<file path="config.mk">
export PLATFORM = sky130hd
export DESIGN_NAME = ifft_normalize_flat
export DESIGN_NICKNAME = d
export VERILOG_FILES = /design/src/rtl/ifft_normalize_if.sv /design/src/rtl/ifft_normalize.sv /design/src/flat_wrapper.sv
export SDC_FILE = /design/constraint.sdc
export NUM_CORES = 1
export LEC_CHECK = 0
export BUFFER_PORTS_ARGS = -buffer_cell sky130_fd_sc_hd__buf_4
export CAP_MARGIN = 20
export CORE_UTILIZATION = 59
export DETAILED_ROUTE_END_ITERATION = 7
export PLACE_DENSITY = 0.86
export SYNTH_ARGS = -nofsm -noshare
export SYNTH_HDL_FRONTEND = slang
export SYNTH_SLANG_ARGS = --single-unit
</file>
<file path="constraint.sdc">
create_clock -name clk -period 26.4 [get_ports clk]
set_input_delay 2.64 -clock clk [delete_from_list [all_inputs] [get_ports clk]]
set_output_delay 2.64 -clock clk [all_outputs]
set_load 0.02 [all_outputs]
</file>
<file path="src/rtl/ifft_normalize_if.sv">
// Bus bundle for ifft_normalize: one input vector channel, one output vector channel.
//
// Handshake: both channels use valid/ready. A transfer happens on a rising
// clock edge where valid and ready are both high. A producer raising valid
// keeps its payload stable until that transfer. A consumer may drive ready
// from its own state only. Ready never depends on valid in the same cycle.
interface ifft_normalize_if #(
  parameter int K     = 8,
  parameter int LOG2N = 4
);
  localparam int W = K + 1;
  localparam int N = 1 << LOG2N;

  logic             in_valid;
  logic             in_ready;
  logic [N*W-1:0]   in_data;
  logic             in_inv;
  logic             out_valid;
  logic             out_ready;
  logic [N*W-1:0]   out_data;

  // Block side of the bus.
  modport slave (
    input  in_valid, in_data, in_inv, out_ready,
    output in_ready, out_valid, out_data
  );

  // Environment side of the bus: drives vectors in and consumes results.
  modport master (
    output in_valid, in_data, in_inv, out_ready,
    input  in_ready, out_valid, out_data
  );
endinterface

</file>
<file path="src/rtl/ifft_normalize.sv">
// Post-IFFT normalisation over the Fermat ring Z/(2^K+1).
// The block captures a vector of N words. It then reduces one word per cycle,
// either as x mod M or as x*INV mod M, where INV = N^-1 mod M.
// The finished vector is presented until the consumer takes it.
module ifft_normalize #(
  parameter int K     = 8,
  parameter int LOG2N = 4
) (
  input  logic                clk,
  input  logic                rst,
  ifft_normalize_if.slave     bus,
  output logic                busy,
  output logic [1:0]          state_dbg
);

  localparam int W = K + 1;
  localparam int N = 1 << LOG2N;
  localparam int M = (1 << K) + 1;

  // 2^(2K-LOG2N) mod M. Because 2^(2K) = 1 mod M, this is the inverse of N.
  function automatic int calc_inv();
    longint r;
    r = 1;
    for (int i = 0; i < 2*K - LOG2N; i++) r = (r * 2) % M;
    return int'(r);
  endfunction

  localparam int              INV   = calc_inv();
  localparam logic [W-1:0]    INV_W = W'(INV);
  localparam logic [K+1:0]    M_E   = (K+2)'(M);

  typedef enum logic [1:0] {
    IDLE = 2'd0,
    RUN  = 2'd1,
    DONE = 2'd2
  } state_t;

  state_t             state;
  state_t             state_nxt;
  logic [LOG2N-1:0]   cnt;
  logic [N*W-1:0]     in_reg;
  logic               inv_reg;
  logic [N*W-1:0]     out_reg;
  logic               accept;

  logic [W-1:0]       x;
  logic [2*W-1:0]     prod;
  logic [K-1:0]       a0;
  logic [K-1:0]       a1;
  logic [1:0]         a2;
  logic [K+1:0]       s0;
  logic [K+1:0]       s1;
  logic [W-1:0]       res;

  assign accept        = bus.in_valid && (state == IDLE);
  assign bus.in_ready  = (state == IDLE);
  assign bus.out_valid = (state == DONE);
  assign bus.out_data  = out_reg;
  assign busy          = (state != IDLE);
  assign state_dbg     = state;

  // FSM state register; reset overrides any handshake on the same edge.
  always_ff @(posedge clk) begin
    if (rst) state <= IDLE;
    else     state <= state_nxt;
  end

  // Next state: accept in IDLE, leave RUN after the last word, release DONE on out_ready.
  always_comb begin
    state_nxt = state;
    case (state)
      IDLE:    if (bus.in_valid)  state_nxt = RUN;
      RUN:     if (&cnt)          state_nxt = DONE;
      DONE:    if (bus.out_ready) state_nxt = IDLE;
      default:                    state_nxt = IDLE;
    endcase
  end

  // Exact modular reduction of the current word with a Fermat fold.
  // The product p is split as a0 + a1*2^K + a2*2^2K. Since 2^K = -1 mod M,
  // p = a0 - a1 + a2. Adding M keeps the sum non-negative and below 3M.
  // Two conditional subtractions then give a result in 0..M-1.
  always_comb begin
    x = in_reg[cnt*W +: W];
    if (inv_reg) prod = {{W{1'b0}}, x} * {{W{1'b0}}, INV_W};
    else         prod = {{W{1'b0}}, x};
    a0  = prod[K-1:0];
    a1  = prod[2*K-1:K];
    a2  = prod[2*W-1:2*K];
    s0  = {2'b00, a0} + {{K{1'b0}}, a2} + M_E - {2'b00, a1};
    s1  = (s0 >= M_E) ? (s0 - M_E) : s0;
    res = W'((s1 >= M_E) ? (s1 - M_E) : s1);
  end

  // Capture on accept; in RUN, write one reduced word per cycle into the output register.
  always_ff @(posedge clk) begin
    if (rst) begin
      cnt     <= '0;
      in_reg  <= '0;
      inv_reg <= 1'b0;
      out_reg <= '0;
    end else if (accept) begin
      in_reg  <= bus.in_data;
      inv_reg <= bus.in_inv;
      cnt     <= '0;
    end else if (state == RUN) begin
      out_reg[cnt*W +: W] <= res;
      cnt                 <= cnt + LOG2N'(1);
    end
  end

endmodule

</file>
<file path="src/flat_wrapper.sv">
// flat-port wrapper written by rule: the top's interface ports become plain ports
module ifft_normalize_flat 
#(
  parameter int K     = 8,
  parameter int LOG2N = 4
)
  (clk, rst, busy, state_dbg, bus_in_valid, bus_in_data, bus_in_inv, bus_out_ready, bus_in_ready, bus_out_valid, bus_out_data);
  ifft_normalize_if #(.K(K), .LOG2N(LOG2N)) bus_i ();
  input  logic clk;
  input  logic rst;
  output logic busy;
  output logic [1:0] state_dbg;
  input wire logic [$bits(bus_i.in_valid)-1:0] bus_in_valid;
  input wire logic [$bits(bus_i.in_data)-1:0] bus_in_data;
  input wire logic [$bits(bus_i.in_inv)-1:0] bus_in_inv;
  input wire logic [$bits(bus_i.out_ready)-1:0] bus_out_ready;
  output wire logic [$bits(bus_i.in_ready)-1:0] bus_in_ready;
  output wire logic [$bits(bus_i.out_valid)-1:0] bus_out_valid;
  output wire logic [$bits(bus_i.out_data)-1:0] bus_out_data;
  assign bus_i.in_valid = bus_in_valid;
  assign bus_i.in_data = bus_in_data;
  assign bus_i.in_inv = bus_in_inv;
  assign bus_i.out_ready = bus_out_ready;
  assign bus_in_ready = bus_i.in_ready;
  assign bus_out_valid = bus_i.out_valid;
  assign bus_out_data = bus_i.out_data;
  ifft_normalize #(.K(K), .LOG2N(LOG2N)) u_core (.clk(clk), .rst(rst), .bus(bus_i), .busy(busy), .state_dbg(state_dbg));
endmodule
</file>
==> key figures <==
Route
  – Initial DRC count: 1,272
  – Routed Antenna Nets: 0
  – DRT Wirelength: 39,600 µm
  – Vias per std cell: 5.91
  – Routed wire per std cell: 18.7 µm
  – Via Count: 12,500
  – Pre-antenna DRT Iters: 5
  – DRC violations left: 0

STA
  – Final hold vios: 0
  – Slew Limit Fails: 0
  – Max Clk Rate: roughly 89 MHz
  – Setup TNS: 0 ns
  – Final period util: ~42%
  – Slew at the pin closest to its max-slew limit: 1.11 ns
  – Unrepaired setup endpoints after global routing: no
  – Clk_skew: 0.0116 ns
  – Slew Limit Headroom: approximately a quarter
  – Min Hold Slack: 0.454 ns
  – Tmin final: 11.18 ns
  – Final setup vio count: 0

Hold path
  – Hold Path Cell Cnt: 2
  – Hold/Removal Path Class: register to register

Global routing
  – Largest net degree at the start of global routing: 108
  – First-pass GRT wire length: between 60,000 and 70,000 µm
  – Initial antenna violation count: 0
  – Gr usage total: between 30% and 40%
  – Vias in the first global route: 12,100
  – GRT Residual Overflow: 0

Power and ir drop
  – Clock share of power: a little over a third
  – Pwr dens: 72.3 mW/mm²
  – NetSw: roughly 0.0004 W
  – Max IR drop VDD: 0.0563 mV
  – Pleak: 7.10 nW
  – Internal power: 0.000826 W
  – Total power after layout: ~0.0012 W
  – Flop pwr share: a little under two fifths
  – Switching Fraction: about 33%
  – Combinational share of power: between 20% and 30%

Layout
  – Syn-to-layout area delta: 24.5%
  – Commonest non-fill, non-tap cells in the layout: nand2_1, buf_4, dfxtp_1
  – Final core utilization: 75.0%
  – Final std cells w/o fill: 2,115
  – Commonest non-fill, non-tap cell in the layout: nand2_1
  – Nets: between 2,000 and 2,500
  – Fraction of layout cells with a size suffix above 1: 23.7%

Clock tree
  – Inserted Clock Buffers: 29
  – Hold buffer count at cts: 0
  – Postcts setup bufs: 0
  – Longest Clk Path Bufs: 3
  – # clock sinks: 295
  – CTS tree: done
  – H-tree levels: 1
  – Clock Pin Slew Worst Setup and Hold Paths: approximately 0.07 ns
  – Clk_lat worst skew: around 0.56 ns
  – PostCTS Resize Cnt: 0
  – Root Driver: clkbuf_16

Setup path
  – Slowest stage delay, CP: 0.95 ns
  – R2R depth: 40
  – CP max FO: 46
  – Slowest CP cell: a311oi_4
  – WS Path Type: register to register
  – RR Endpoint: u_core.bus.out_data[44]
  – Setup crit end: u_core.bus.out_data[44]
  – Worst Setup SP: u_core.cnt[0]
  – Worst Path Arrival: around 12 ns
  – Crit end category: register
  – Setup crit start kind: register
  – Reg-to-reg startpoint: u_core.cnt[0]
  – Worst EP required: about 27 ns
  – Worst reg2reg setup slack: 15.22 ns
  – Most used cell, CP: ha_1

Logic synthesis
  – Synthesized cell area: 0.0136 mm²
  – Post-Syn Nets: 1,791
  – Syn. warnings: 0
  – Distinct cells, synth: 72
  – Post-Synthesis Cells: 1,560
  – Main flop type after synthesis: dfxtp_1
  – Number of synthesized flops with an enable pin: 0
  – FF+latch count, synth: 295
  – Synth async-reset ratio: 0%
  – Register area share after synthesis: 43.3%
  – Avg Inst Size Synth: 8.74 µm²

Floorplanning
  – Core Region: between 0.02 and 0.025 mm²
  – Die W: 154 µm
  – Initial core utilization: 60.3%
  – Chip Height: 154 µm
  – I/O pins: just under 300
  – Number of core rows: 55
  – Area of the die: 0.0237 mm²

Placed design
  – Hpwl dp: 27,800 µm
  – I/O Buffers: 297
  – Inst Count DP: 2,058
  – RD Place Congestion: 0.889

Run status
  – Status: finished clean

Flow run
  – Max-Cap Viols: 0
==> logic make-up after synthesis <==
logic type      after synthesis  share of synthesized area (%)
buf+inv                     141                           4.03
compound gates              371                           16.0
flops                       295                           43.3
fa+ha+maj                    82                           8.57
xor+xnor                     33                           2.23
mux                          53                           8.13
simple gates                585                           17.8
==> per-layer routing <==
layer / track usage (%) / share of wire [%]
met1: 43.8 / 41
met3: 4.03 / 6.9
met2: 54.3 / 48
met4: 15.6 / 4.5
met5: 0 / 0
==> cell usage after synthesis (all sizes together), types with 7 or more instances <==
library cell	n	area share [%]
and3	8	0.37
inv	48	1.3
o21ai	123	4.8
mux4	46	7.6
xnor2	23	1.5
ha	63	5.8
buf	16	0.59
nor3	8	0.29
a211oi	24	1.4
and2	11	0.50
nor2b	10	0.46
nand2b	13	0.60
nor2	58	1.7
fa	19	2.8
nand2	446	12
dfxtp	295	43
a21oi	172	6.3
xor2	10	0.70
clkbuf	77	2.1
a21o	7	0.39
==> power by group through the flow <==
stage	Combinational [W]	Clock [W]	Sequential [W]
after floorplan	0.000209	0	0.000481
after global placement	0.000308	0	0.000479
after detailed placement	0.000314	0	0.000480
after CTS	0.000317	0.000432	0.000471
after global routing	0.000354	0.000451	0.000472
final	0.000326	0.000430	0.000471
==> cell type report <==
| class | instances | area (µm²) |
|---|---|---|
| antenna | 1 | 2.50 |
| clock buffer | 40 | 837 |
| clock inverter | 14 | 170 |
| fill | 1555 | 5650 |
| inverter | 48 | 180 |
| multi-input combinational | 1124 | 7210 |
| sequential | 295 | 5910 |
| tap | 285 | 357 |
| timing repair buffer | 308 | 2320 |
==> worst max-delay path: cells and delay by family (launching register included) <==
kind	cells	cell delay [ns]
multiplexers	4	1.62
AND/OR/NAND/NOR	6	1.30
adder cells (fa/ha/maj)	10	3.34
flip-flops	1	0.31
XOR/XNOR	2	0.36
AO/OA/AOI/OAI	12	2.97
buffers and inverters	6	1.04
==> worst min-delay path by stage <==
stage                                  from                      end  slack (ns)
global route              u_core.in_reg[15]        u_core.in_reg[15]        0.47
detailed placement  u_core.bus.out_data[30]  u_core.bus.out_data[30]        0.44
floorplan                u_core.in_reg[126]       u_core.in_reg[126]        0.43
global placement    u_core.bus.out_data[59]  u_core.bus.out_data[59]        0.43
CTS                      u_core.in_reg[135]       u_core.in_reg[135]        0.45
finish                   u_core.in_reg[134]       u_core.in_reg[134]        0.45
==> stage by stage <==
step | instance area (µm²) | worst slack, ns
2_1_floorplan | 13600 | 15.60
3_3_place_gp | 16000 | 15.51
3_5_place_dp | 16000 | 15.21
4_1_cts | 17000 | 15.20
5_1_grt | 17000 | 14.37
6_report | 17000 | 15.22
(Power assumes the default switching activity.)
